--- config.mk ---
export PLATFORM = sky130hd
export DESIGN_NAME = serial_decoder
export DESIGN_NICKNAME = d
export VERILOG_FILES = /design/src/rtl/serial_decoder.sv
export SDC_FILE = /design/constraint.sdc
export NUM_CORES = 1
export LEC_CHECK = 0
export ABC_CLOCK_PERIOD_IN_PS = 2420
export BUFFER_PORTS_ARGS = -buffer_cell sky130_fd_sc_hd__buf_2
export CAP_MARGIN = 20
export CORE_AREA = 2 2 80 82
export DETAILED_ROUTE_END_ITERATION = 10
export DIE_AREA = 0 0 82 84
export PLACE_DENSITY = 0.77
export SLEW_MARGIN = 10
export SYNTH_ARGS = -nofsm -noshare
export SYNTH_HDL_FRONTEND = slang
export SYNTH_SLANG_ARGS = --single-unit
--- constraint.sdc ---
create_clock -name clk -period 2.42 [get_ports clk]
set_clock_uncertainty 0.05 [all_clocks]
set_input_delay 0.242 -clock clk [delete_from_list [all_inputs] [get_ports clk]]
set_output_delay 0.242 -clock clk [all_outputs]
set_load 0.02 [all_outputs]
--- src/rtl/serial_decoder.sv ---
// Byte-stream packet decoder: opcode byte plus 0/4/8 argument bytes (MSB first) -> cmd/addr/d_in.
// Optional inter-byte timeout enabled by defining SERIAL_DECODER_TIMEOUT_EN.
module serial_decoder #(
  parameter int unsigned TIMEOUT_CYCLES = 1000000
) (
  input  logic        clk,
  input  logic        reset,
  input  logic [7:0]  rx_byte,
  input  logic        rx_valid,
  input  logic        ctrlr_busy,
  output logic [3:0]  cmd,
  output logic [31:0] addr,
  output logic [31:0] d_in,
  output logic        out_valid,
  output logic        decode_err,
  output logic        busy
);

  typedef enum logic [1:0] {
    S_IDLE,
    S_ADDR,
    S_DATA,
    S_ISSUE
  } state_t;

  state_t      r_state;
  state_t      w_next;
  logic [1:0]  r_cnt;
  logic [3:0]  r_cmd;
  logic [31:0] r_addr;
  logic [31:0] r_data;
  logic        r_err;

  logic        w_legal;
  logic        w_no_arg;
  logic        w_has_data;
  logic        w_timeout;
  logic        w_err_set;
  logic        w_out_valid;

  if (TIMEOUT_CYCLES < 2) begin : g_param_check
    $error("serial_decoder: TIMEOUT_CYCLES must be at least 2");
  end

  assign w_legal    = (rx_byte >= 8'h01) && (rx_byte <= 8'h09);
  assign w_no_arg   = (rx_byte >= 8'h01) && (rx_byte <= 8'h03);
  assign w_has_data = (r_cmd == 4'h6) || (r_cmd == 4'h7) || (r_cmd == 4'h9);

`ifdef SERIAL_DECODER_TIMEOUT_EN
  localparam int unsigned TW = $clog2(TIMEOUT_CYCLES);

  logic [TW-1:0] r_tmo;

  // Counts idle cycles since the last argument byte; fires on the TIMEOUT_CYCLES-th one.
  assign w_timeout = ((r_state == S_ADDR) || (r_state == S_DATA)) && !rx_valid &&
                     (r_tmo == TW'(TIMEOUT_CYCLES - 1));

  always_ff @(posedge clk or posedge reset) begin
    if (reset) begin
      r_tmo <= '0;
    end else if (rx_valid || !((r_state == S_ADDR) || (r_state == S_DATA))) begin
      r_tmo <= '0;
    end else begin
      r_tmo <= r_tmo + TW'(1);
    end
  end
`else
  assign w_timeout = 1'b0;
`endif

  always_ff @(posedge clk or posedge reset) begin
    if (reset) begin
      r_state <= S_IDLE;
    end else begin
      r_state <= w_next;
    end
  end

  always_comb begin
    w_next      = r_state;
    w_err_set   = 1'b0;
    w_out_valid = 1'b0;
    case (r_state)
      S_IDLE: begin
        if (rx_valid) begin
          if (w_legal) begin
            w_next = w_no_arg ? S_ISSUE : S_ADDR;
          end else begin
            w_err_set = 1'b1;
          end
        end
      end
      S_ADDR: begin
        if (w_timeout) begin
          w_next    = S_IDLE;
          w_err_set = 1'b1;
        end else if (rx_valid && (r_cnt == 2'd3)) begin
          w_next = w_has_data ? S_DATA : S_ISSUE;
        end
      end
      S_DATA: begin
        if (w_timeout) begin
          w_next    = S_IDLE;
          w_err_set = 1'b1;
        end else if (rx_valid && (r_cnt == 2'd3)) begin
          w_next = S_ISSUE;
        end
      end
      S_ISSUE: begin
        w_err_set = rx_valid;
        if (!ctrlr_busy) begin
          w_out_valid = 1'b1;
          w_next      = S_IDLE;
        end
      end
      default: w_next = S_IDLE;
    endcase
  end

  // addr/d_in are cleared on opcode acceptance so short packets report zero fields.
  always_ff @(posedge clk or posedge reset) begin
    if (reset) begin
      r_cnt  <= '0;
      r_cmd  <= '0;
      r_addr <= '0;
      r_data <= '0;
      r_err  <= 1'b0;
    end else begin
      r_err <= w_err_set;
      case (r_state)
        S_IDLE: begin
          if (rx_valid && w_legal) begin
            r_cmd  <= rx_byte[3:0];
            r_addr <= '0;
            r_data <= '0;
            r_cnt  <= '0;
          end
        end
        S_ADDR: begin
          if (rx_valid) begin
            r_addr <= {r_addr[23:0], rx_byte};
            r_cnt  <= r_cnt + 2'd1;
          end
        end
        S_DATA: begin
          if (rx_valid) begin
            r_data <= {r_data[23:0], rx_byte};
            r_cnt  <= r_cnt + 2'd1;
          end
        end
        default: ;
      endcase
    end
  end

  assign cmd        = r_cmd;
  assign addr       = r_addr;
  assign d_in       = r_data;
  assign out_valid  = w_out_valid;
  assign decode_err = r_err;
  assign busy       = (r_state != S_IDLE);

endmodule

==> summary.md <==
| Metric | Value |
|---|---|
| Pint | approximately 3.4 mW |
| Number of inserted diodes | 0 |
| Yosys warning total | 0 |
| Hold-fix buffers, CTS | 0 |
| Clock-pin transition on the worst setup and hold timing paths | approximately 0.09 ns |
| Worst skew pair latency | around 0.34 ns |
| Clock Power Share | 0.207 |
| Worst Hold Class | input pin to asynchronous set/reset pin |
| DRC errors left | 0 |
| Root buffer cell | clkbuf_8 |
| Initial cell density of the core | 0.4973 |
| Commonest non-fill, non-tap cells in the layout | buf_2 (82), dfrtp_1 (73), a22o_1 (64), clkbuf_8 (9), ha_1 (7) |
| First-pass GRT wire length | 10130 um |
| Run status | finished clean |
| Post-synthesis sequential area ratio | 0.6026 |
| Vias in the first global route | 1920 |
| DP Worst Slack | about 0.24 ns |
| Clock sink count | 73 |
| DPL Wire Length | around 4200 um |
| Die height | 84 um |
| Post-CTS Setup Inserts | 0 |
| Clk buf depth | 2 |
| Setup CP Type | flop to flop |
| Share of power burned in registers | 0.376 |
| Worst vdd ir | 0.0007642 V |
| Final hold vios | 0 |
| Tmin final | ~2.2 ns |
| Layout area overhead | 21.09% |
| Layout Nets | roughly 310 |
| Cell Pwr Density | ~1500 nW/um2 |
| Num CTS Buffers | 9 |
| Flops & latches, synth | 73 |
| Routed via count | just over 2000 |
| Switching share of total power | 0.3908 |
| CP Launch Point | r_state[0]$_DFFE_PP0P_ |
| Fin worst setup slack | between 0.2 and 0.25 ns |
| Commonest non-fill, non-tap cell in the layout | buf_2 |
| CTS tree | yes |
| Final setup TNS | 0 ns |
| Routed WL | ~6400 um |
| Final Max Tran Viols | 0 |
| WL/cell | 17.08 um |
| H-tree depth | 3 |
| Synthesized instance count | between 200 and 250 |
| Critical Path AT | 2.34 ns |
| Overall power | approximately 5.6 mW |
| GRT overflow | 0 |
| Fmax achieved | about 460 MHz |
| Die Wd | slightly above 80 um |
| Vias/cell | ~5.5 |
| Largest net degree at the start of global routing | 39 |
| Tot GR Track Use | 0.1931 |
| Initial drt markers | 134 |
| Critical R2R Launch | r_state[0]$_DFFE_PP0P_ |
| Maxcap violations | 0 |
| Startpoint types | flop |
| Post-route ant nets | 0 |
| PortBufs | 82 |
| Worst rel slew slack | 0.4424 |
| Crit end category | flop |
| Total leakage power | about 1.9 nW |
| RSZ-0062 raised after global routing | false |
| Worst slew pin tran | approximately 0.84 ns |
| Worst Path Max Fanout | 32 |
| Critical Path RT | between 2 and 3 ns |
| Syn avg cell area | 14.51 um2 |
| Final Cycle Share | 0.8973 |
| Post-CTS Resized | 0 |
| Logic pwr share | 0.417 |
| Netlist cell types | 28 |
| Initial DRT Pass Iterations | 4 |
| Core ar. | 6096 um2 |
| Syn nets | between 200 and 250 |
| Fraction of layout cells with a size suffix above 1 | 0.3872 |
| Die ar. | 6888 um2 |
| Syn Std Cell Area | a little over 3000 um2 |
| Hold_ws | around 0.010 ns |
| Initial antenna violation count | 0 |
| Net Sw Power | between 2 and 2.5 mW |
| Fill cells | 473 |
| Top Ports | between 80 and 90 |
| Final setup violation count | 0 |
| Rows | 29 |
| Routability Congestion | roughly 0.76 |
path summary, 6_finish.rpt:
| kind | depth (start not counted) | to | slack, ns |
|---|---|---|---|
| worst min register to register | 1 | d_in[30]$_DFFE_PP0P_ | 0.46 |
| max in group asynchronous | 3 | addr[23]$_DFFE_PP0P_ | 1.63 |
| worst min-delay path | 2 | d_in[26]$_DFFE_PP0P_ | 0.01 |
| worst max-delay path | 7 | addr[29]$_DFFE_PP0P_ | 0.25 |
| min in group clk | 2 | d_in[6]$_DFFE_PP0P_ | 0.13 |
| worst max register to register | 7 | addr[29]$_DFFE_PP0P_ | 0.25 |
state kept, by name (all words and copies together), names as in the netlist:
name and cells:
decode_err 1, d_in 32, r_cnt 2, cmd 4, addr 32, r_state 2
per-stage QoR:
step,area (um2),instances,util
after global placement,3428,358,0.5624
after floorplan,3032,209,-
after detailed placement,3428,358,0.5624
after global routing,3671,374,0.6022
final,3671,374,0.6022
after CTS,3671,374,0.6022
power by group through the flow:
stage / Clock (mW) / Combinational, mW / Sequential [mW]
after detailed placement: 0 / 2.33 / 2.12
after global placement: 0 / 2.27 / 2.10
after global routing: 1.24 / 2.50 / 2.16
after floorplan: 0 / 1.14 / 2.63
final: 1.15 / 2.33 / 2.09
after CTS: 1.17 / 2.34 / 2.10
layer usage:
metal	part of all wire	vias up	wire length (um)	GRT usage
li1	-	956	-	-
met1	0.44	1050	2834	0.2598
met2	0.50	44	3212	0.2993
met3	0.038	9	240	0.05519
met4	0.016	0	101	0.06364
met5	0	-	0	0
Yosys cell counts (all sizes together):
cell type	number	share of area
ha	7	0.029
a211oi	1	0.0025
o21a	1	0.0025
a22o	64	0.18
o32a	1	0.0033
nor3b	1	0.0025
nor2b	5	0.010
a221o	1	0.0033
inv	6	0.0074
or4	1	0.0037
o21ba	1	0.0033
nor3	2	0.0033
and3	3	0.0062
o21ai	4	0.0091
mux2	5	0.019
dfrtp	73	0.60
buf	15	0.061
nor4	4	0.018
nor2	5	0.0062
a21oi	1	0.0016
a2bb2oi	1	0.0029
o31ai	1	0.0041
mux2i	3	0.0099
nand2	3	0.0037
cell type report:
| type | count | area (um2) | share of cell area |
|---|---|---|---|
| flip-flops and latches | 73 | 1827 | 0.4976 |
| multi-input cells | 115 | 997.2 | 0.2716 |
| clock inverters | 6 | 115.1 | 0.03136 |
| repair buffers | 87 | 485.5 | 0.1322 |
| clock buffers | 10 | 127.6 | 0.03476 |
| inverters | 6 | 22.52 | 0.006135 |
| well taps | 77 | 96.34 | 0.02624 |
worst max-delay path: stages (launching register included):
cell	delay (ns)
dfrtp_1	0.43
inv_1	0.15
ha_1	0.31
inv_1	0.14
nor4_4	0.35
o21ai_2	0.09
buf_4	0.24
a22o_1	0.29
kinds of logic after synthesis:
kind of cell    Yosys count  synth area share
compound gates           76            0.2175
fa+ha+maj                 7           0.02889
buf+inv                  21           0.06851
flops                    73            0.6026
mux                       8           0.02848
simple gates             24           0.05407
No activity file was read; power rests on OpenSTA's default activity.
